--- src/rtl/uart_rx_pkg.sv ---
// Shared UART definitions: receiver state encoding, default oversampling
// ratio and the parity rule that both uart_tx and uart_rx agree on.
package uart_rx_pkg;

  typedef enum logic [2:0] {
    ST_IDLE   = 3'd0,
    ST_START  = 3'd1,
    ST_DATA   = 3'd2,
    ST_PARITY = 3'd3,
    ST_STOP   = 3'd4
  } state_t;

  localparam int DEFAULT_OVERSAMPLE = 16;

  // Expected parity bit for a data word. Callers zero-extend narrower words;
  // zero padding does not change the XOR reduction.
  // even_odd = 1 -> ^data, even_odd = 0 -> ~^data.
  function automatic logic expected_parity(input logic [31:0] data,
                                           input logic        even_odd);
    return even_odd ? ^data : ~^data;
  endfunction

endpackage

--- src/rtl/uart_rx_sync.sv ---
// Two-flop synchroniser for the asynchronous RX pad. Both flops reset to 1
// so the receiver sees an idle line straight out of reset.
module uart_rx_sync (
  input  logic i_clock,
  input  logic i_reset,
  input  logic i_data,
  output logic o_data
);

  logic meta;

  // Shift the raw line through two flops every clock.
  always_ff @(posedge i_clock) begin
    if (i_reset) begin
      meta   <= 1'b1;
      o_data <= 1'b1;
    end else begin
      meta   <= i_data;
      o_data <= meta;
    end
  end

endmodule

--- src/rtl/uart_rx.sv ---
// UART receiver: oversampled start-bit detection, LSB-first data capture,
// optional parity check and one or more stop bits with framing check.
// All activity except the synchroniser advances only on i_valid ticks.
module uart_rx
  import uart_rx_pkg::*;
#(
  parameter int NB_DATA         = 8,
  parameter int N_DATA          = 8,
  parameter int LOG2_N_DATA     = 4,
  parameter int PARITY_CHECK    = 0,
  parameter int EVEN_ODD_PARITY = 1,
  parameter int M_STOP          = 1,
  parameter int LOG2_M_STOP     = 1,
  parameter int OVERSAMPLE      = DEFAULT_OVERSAMPLE
) (
  input  logic               i_clock,
  input  logic               i_reset,
  input  logic               i_data,
  input  logic               i_valid,
  output logic [NB_DATA-1:0] o_data,
  output logic               o_rx_done,
  output logic               o_parity_error,
  output logic               o_frame_error
);

  localparam int NB_TICK = $clog2(OVERSAMPLE);
  localparam logic [NB_TICK-1:0]     TICK_MID_START = NB_TICK'(OVERSAMPLE / 2 - 1);
  localparam logic [NB_TICK-1:0]     TICK_MID_BIT   = NB_TICK'(OVERSAMPLE - 1);
  localparam logic [LOG2_N_DATA-1:0] LAST_DATA      = LOG2_N_DATA'(N_DATA - 1);
  localparam logic [LOG2_M_STOP-1:0] LAST_STOP      = LOG2_M_STOP'(M_STOP - 1);
  localparam bit                     HAS_PARITY     = (PARITY_CHECK != 0);
  localparam bit                     PARITY_RULE    = (EVEN_ODD_PARITY != 0);

  logic                   rx;
  state_t                 state;
  state_t                 state_next;
  logic [NB_TICK-1:0]     tick;
  logic [LOG2_N_DATA-1:0] data_cnt;
  logic [LOG2_M_STOP-1:0] stop_cnt;
  logic [N_DATA-1:0]      shreg;
  logic                   parity_err;
  logic                   frame_acc;
  logic                   mid_bit;
  logic                   frame_done;

  uart_rx_sync u_sync (
    .i_clock (i_clock),
    .i_reset (i_reset),
    .i_data  (i_data),
    .o_data  (rx)
  );

  // Next-state decode; START re-checks the line at mid start bit to reject
  // glitches, the other states act once per bit at the mid-bit tick.
  always_comb begin
    state_next = state;
    mid_bit    = i_valid && (tick == TICK_MID_BIT);
    frame_done = 1'b0;
    case (state)
      ST_IDLE:   if (i_valid && !rx) state_next = ST_START;
      ST_START:  if (i_valid && (tick == TICK_MID_START)) state_next = rx ? ST_IDLE : ST_DATA;
      ST_DATA:   if (mid_bit && (data_cnt == LAST_DATA)) state_next = HAS_PARITY ? ST_PARITY : ST_STOP;
      ST_PARITY: if (mid_bit) state_next = ST_STOP;
      ST_STOP: begin
        if (mid_bit && (stop_cnt == LAST_STOP)) begin
          state_next = ST_IDLE;
          frame_done = 1'b1;
        end
      end
      default:   state_next = ST_IDLE;
    endcase
  end

  // State, tick/bit counters and per-frame capture; everything freezes
  // while i_valid is low.
  always_ff @(posedge i_clock) begin
    if (i_reset) begin
      state      <= ST_IDLE;
      tick       <= '0;
      data_cnt   <= '0;
      stop_cnt   <= '0;
      shreg      <= '0;
      parity_err <= 1'b0;
      frame_acc  <= 1'b0;
    end else if (i_valid) begin
      state <= state_next;
      tick  <= (state_next != state) ? '0 : tick + 1'b1;
      if (state == ST_IDLE) frame_acc <= 1'b0;
      if ((state == ST_DATA) && mid_bit) begin
        shreg    <= (shreg >> 1) | (N_DATA'(rx) << (N_DATA - 1));
        data_cnt <= (data_cnt == LAST_DATA) ? '0 : data_cnt + 1'b1;
      end
      if ((state == ST_PARITY) && mid_bit) begin
        parity_err <= (rx != expected_parity(32'(shreg), PARITY_RULE));
      end
      if ((state == ST_STOP) && mid_bit) begin
        frame_acc <= frame_acc | ~rx;
        stop_cnt  <= (stop_cnt == LAST_STOP) ? '0 : stop_cnt + 1'b1;
      end
    end
  end

  // Deliver the word and status on the last stop sample; they hold until
  // the next frame completes, even when the frame carried errors.
  always_ff @(posedge i_clock) begin
    if (i_reset) begin
      o_data         <= '0;
      o_rx_done      <= 1'b0;
      o_parity_error <= 1'b0;
      o_frame_error  <= 1'b0;
    end else begin
      o_rx_done <= frame_done;
      if (frame_done) begin
        o_data         <= NB_DATA'(shreg);
        o_parity_error <= HAS_PARITY ? parity_err : 1'b0;
        o_frame_error  <= frame_acc | ~rx;
      end
    end
  end

endmodule

--- config.mk ---
export PLATFORM = sky130hd
export DESIGN_NAME = uart_rx
export DESIGN_NICKNAME = d
export VERILOG_FILES = /design/src/rtl/uart_rx_pkg.sv /design/src/rtl/uart_rx_sync.sv /design/src/rtl/uart_rx.sv
export SDC_FILE = /design/constraint.sdc
export NUM_CORES = 1
export LEC_CHECK = 0
export ABC_AREA = 0
export CAP_MARGIN = 30
export CELL_PAD_IN_SITES_DETAIL_PLACEMENT = 0
export CELL_PAD_IN_SITES_GLOBAL_PLACEMENT = 1
export CORE_MARGIN = 2
export CORE_UTILIZATION = 44
export CTS_CLUSTER_DIAMETER = 40
export CTS_CLUSTER_SIZE = 25
export DETAILED_ROUTE_END_ITERATION = 12
export GPL_ROUTABILITY_DRIVEN = 0
export GPL_TIMING_DRIVEN = 0
export PLACE_DENSITY = 0.85
export SLEW_MARGIN = 25
export SYNTH_ARGS = -nofsm -noshare
export SYNTH_HDL_FRONTEND = slang
export SYNTH_HIERARCHICAL = 1
export SYNTH_SLANG_ARGS = --single-unit
export TNS_END_PERCENT = 50
--- constraint.sdc ---
create_clock -name i_clock -period 2.4 [get_ports i_clock]
set_clock_uncertainty 0.05 [all_clocks]
set_input_delay 0.24 -clock i_clock [delete_from_list [all_inputs] [get_ports i_clock]]
set_output_delay 0.24 -clock i_clock [all_outputs]
set_load 0.05 [all_outputs]
==> flow_summary.ini <==
[yosys]
syn-cell-area_um2 = 1360
yosysTopAreaCellShare_pct = 47.2
yosysTopAreaCell = dfxtp_1
synth.avg_cell_area_um2 = 8.86
ys_types = 37
synth_ff_type = dfxtp_1
synth_async_sr_flop_share_pct = 0
synth-seq-cells = 32
synth_warnings = 6
ys_top_cells_by_count = dfxtp_1 (32), nor2_1 (19), nand2_1 (14)
synth.most_common_cell = dfxtp_1
syn_inst = 153
ys_seq_area_share_pct = 47.2
synth_nets = 159
synth_edf_count = 0
synth.area.top_cells = dfxtp_1 (47%), mux2i_1 (6.6%), nor2_1 (5.3%), a21oi_1 (4.8%), nand3_1 (4.8%)

[pwr]
netSwitchingFraction_pct = 23.5
p_sw_w = 0.000204
pwr-share-comb_pct = 6.0
power_density_nw_per_um2 = 552
power.internal_w = 0.000664
vdd_ir_drop_max_v = 0.000294
seqPwrFrac_pct = 62.4
p_leak_nw = 0.659
power.clock.fraction_pct = 31.6

[setup_path]
crit_family = buffers and inverters
start_kind = flop
cp_slowest_cell = clkdlybuf4s50_1
rrSetupSlack_ns = 0.64
path_cells = clkdlybuf4s50_1
reg2reg_depth = 7
rr_startpoint = tick[0]$_SDFFE_PP0P_
path_buf_inv = 1
arrival_ns = 1.48
cp.required_ns = 2.11
max_stage_delay_ns = 0.81
path_max_fanout = 2
path_class = flop to output port
critPathCaptureType = output port
reg2reg_to = o_data[0]$_SDFFE_PP0P_

[sta]
tns_ns = 0
min_period_ns = 1.77
finalHoldViolCount = 0
setup_viol = 0
fin_crit_sh_pct = 73.7
maxSlewHeadroom_pct = 66.0
worst_pin_slew_ns = 0.508
fmax_mhz = 566
rsz0062_at_grt = false
maxSlewViolCount = 0

[place]
hpwl_um = 1860
io_buffers = 13

[routing]
first_pass_iters = 4
drtIter0Drc = 40
drc = 0
ant_nets = 0
vias_per_cell = 5.42
routed_wl_um = 2610
via_count = 1116
drt-wirelength-per-cell_um = 12.7

[floorplanning]
die_height_um = 59.5
dieWidth_um = 59.5
num_rows = 20
ios = 15
core_area_um2 = 3000
start_util_pct = 45.2
dieArea_um2 = 3540

[layout]
num_antenna_cells = 0
layout.nets = 179
postLayoutCoreUtil_pct = 52.4
syn2layout_area_growth_pct = 16.1
nFillCells = 294
multi_input_area_um2 = 652
drive_gt1_share_pct = 9.25
ff_latch_area_um2 = 641

[cts]
cts_tree = done
clk_pin_slew_ns = 0.09
post_cts_resized = 0
cts_sinks = 32
cts_max_level = 2
clk_latency_ns = 0.32
cts_root_buf = clkbuf_4
numCtsBuffers = 5
cts_hold_buffers = 0
clk_path_buf_depth = 2
post_cts.repair.setup_buffers = 0

[global_route]
grt_max_degree = 11
grt_pass1_wl_um = 4430
grtUsageTotal_pct = 16.8
antenna_found_initial = 0
overflow = 0
grt_pass1_vias = 1025

[job]
drv_cap = 0

[worst_hold_path]
worstHoldStart = u_sync/meta$_SDFF_PP1_
hold_depth = 1
min_to = u_sync/o_data$_SDFF_PP1_
hp-class = flop to flop

[status]
outcome = finished clean
placed cells by master, fill, tap and decap left out, drive strengths merged, types with 3 or more instances in the layout:
master and n:
dfxtp 32, nor2 19, nand2 15, nand3 13, a21oi 13, clkdlybuf4s50 13, clkbuf 11, mux2i 9
buf 8, nor3b 5, xor2 3
power by group through the flow:
stage / clock network [W] / logic [W] / registers (W)
after floorplan: 0 / 0.0000370 / 0.000553
after global placement: 0 / 0.0000502 / 0.000554
after detailed placement: 0 / 0.0000509 / 0.000555
after CTS: 0.000288 / 0.0000517 / 0.000542
after global routing: 0.000313 / 0.0000575 / 0.000544
final: 0.000274 / 0.0000519 / 0.000542
final cells by class:
class / count / share of cell area (%)
Multi-Input combinational cell: 108 / 41.4
Sequential cell: 32 / 40.7
Timing Repair Buffer: 13 / 8.27
Buffer: 13 / 4.05
Clock buffer: 6 / 2.62
Tap cell: 33 / 2.62
Clock inverter: 1 / 0.318
registers in the layout (all words and copies together) (netlist names):
| register | cells |
|---|---|
| o_rx_done | 1 |
| o_data | 8 |
| shreg | 8 |
| frame_acc | 1 |
| u_sync/o_data | 1 |
| u_sync/meta | 1 |
| state | 3 |
| data_cnt | 4 |
| o_frame_error | 1 |
| tick | 4 |
kinds of logic after synthesis:
group                      Yosys count  share of synthesized area (%)
and+or+nand+nor                     64                           23.6
DFF                                 32                           47.2
AOI/OAI and AO/OA                   28                           13.1
buffers and inverters               13                           4.70
muxes                                9                           6.64
xor gates and xnor gates             4                           2.58
adders and majority gates            2                           1.84
other                                1                          0.276
metrics by stage:
step           std cells  hold slack [ns]  setup slack, ns  total power [W]  instance area [µm²]
2_1_floorplan        153            0.280            0.806         0.000590                 1360
6_report             206            0.362            0.632         0.000869                 1570
3_5_place_dp         199            0.348            0.437         0.000606                 1530
3_3_place_gp         199            0.342            0.467         0.000605                 1530
5_1_grt              206            0.378            0.518         0.000914                 1570
4_1_cts              206            0.369            0.617         0.000882                 1570
metal layers:
layer	vias up	track usage (%)	share of wire, %
met5	-	0	0
met4	0	8.57	2.2
met3	7	4.59	3.0
met2	17	25.4	45
met1	521	21.8	49
li1	571	-	-
worst max path at each step:
stage                      startpoint                      to  slack [ns]  cells past startpoint
2_1_floorplan    tick[0]$_SDFFE_PP0P_  o_data[0]$_SDFFE_PP0P_        0.81                      7
3_3_place_gp                  i_reset  o_data[6]$_SDFFE_PP0P_        0.47                      4
3_5_place_dp                  i_reset  o_data[6]$_SDFFE_PP0P_        0.44                      4
4_1_cts        o_data[6]$_SDFFE_PP0P_               o_data[6]        0.62                      1
5_1_grt          tick[0]$_SDFFE_PP0P_  o_data[2]$_SDFFE_PP0P_        0.52                      7
6_report       o_data[6]$_SDFFE_PP0P_               o_data[6]        0.63                      1
Note: power is estimated with default switching activity, not from simulation.
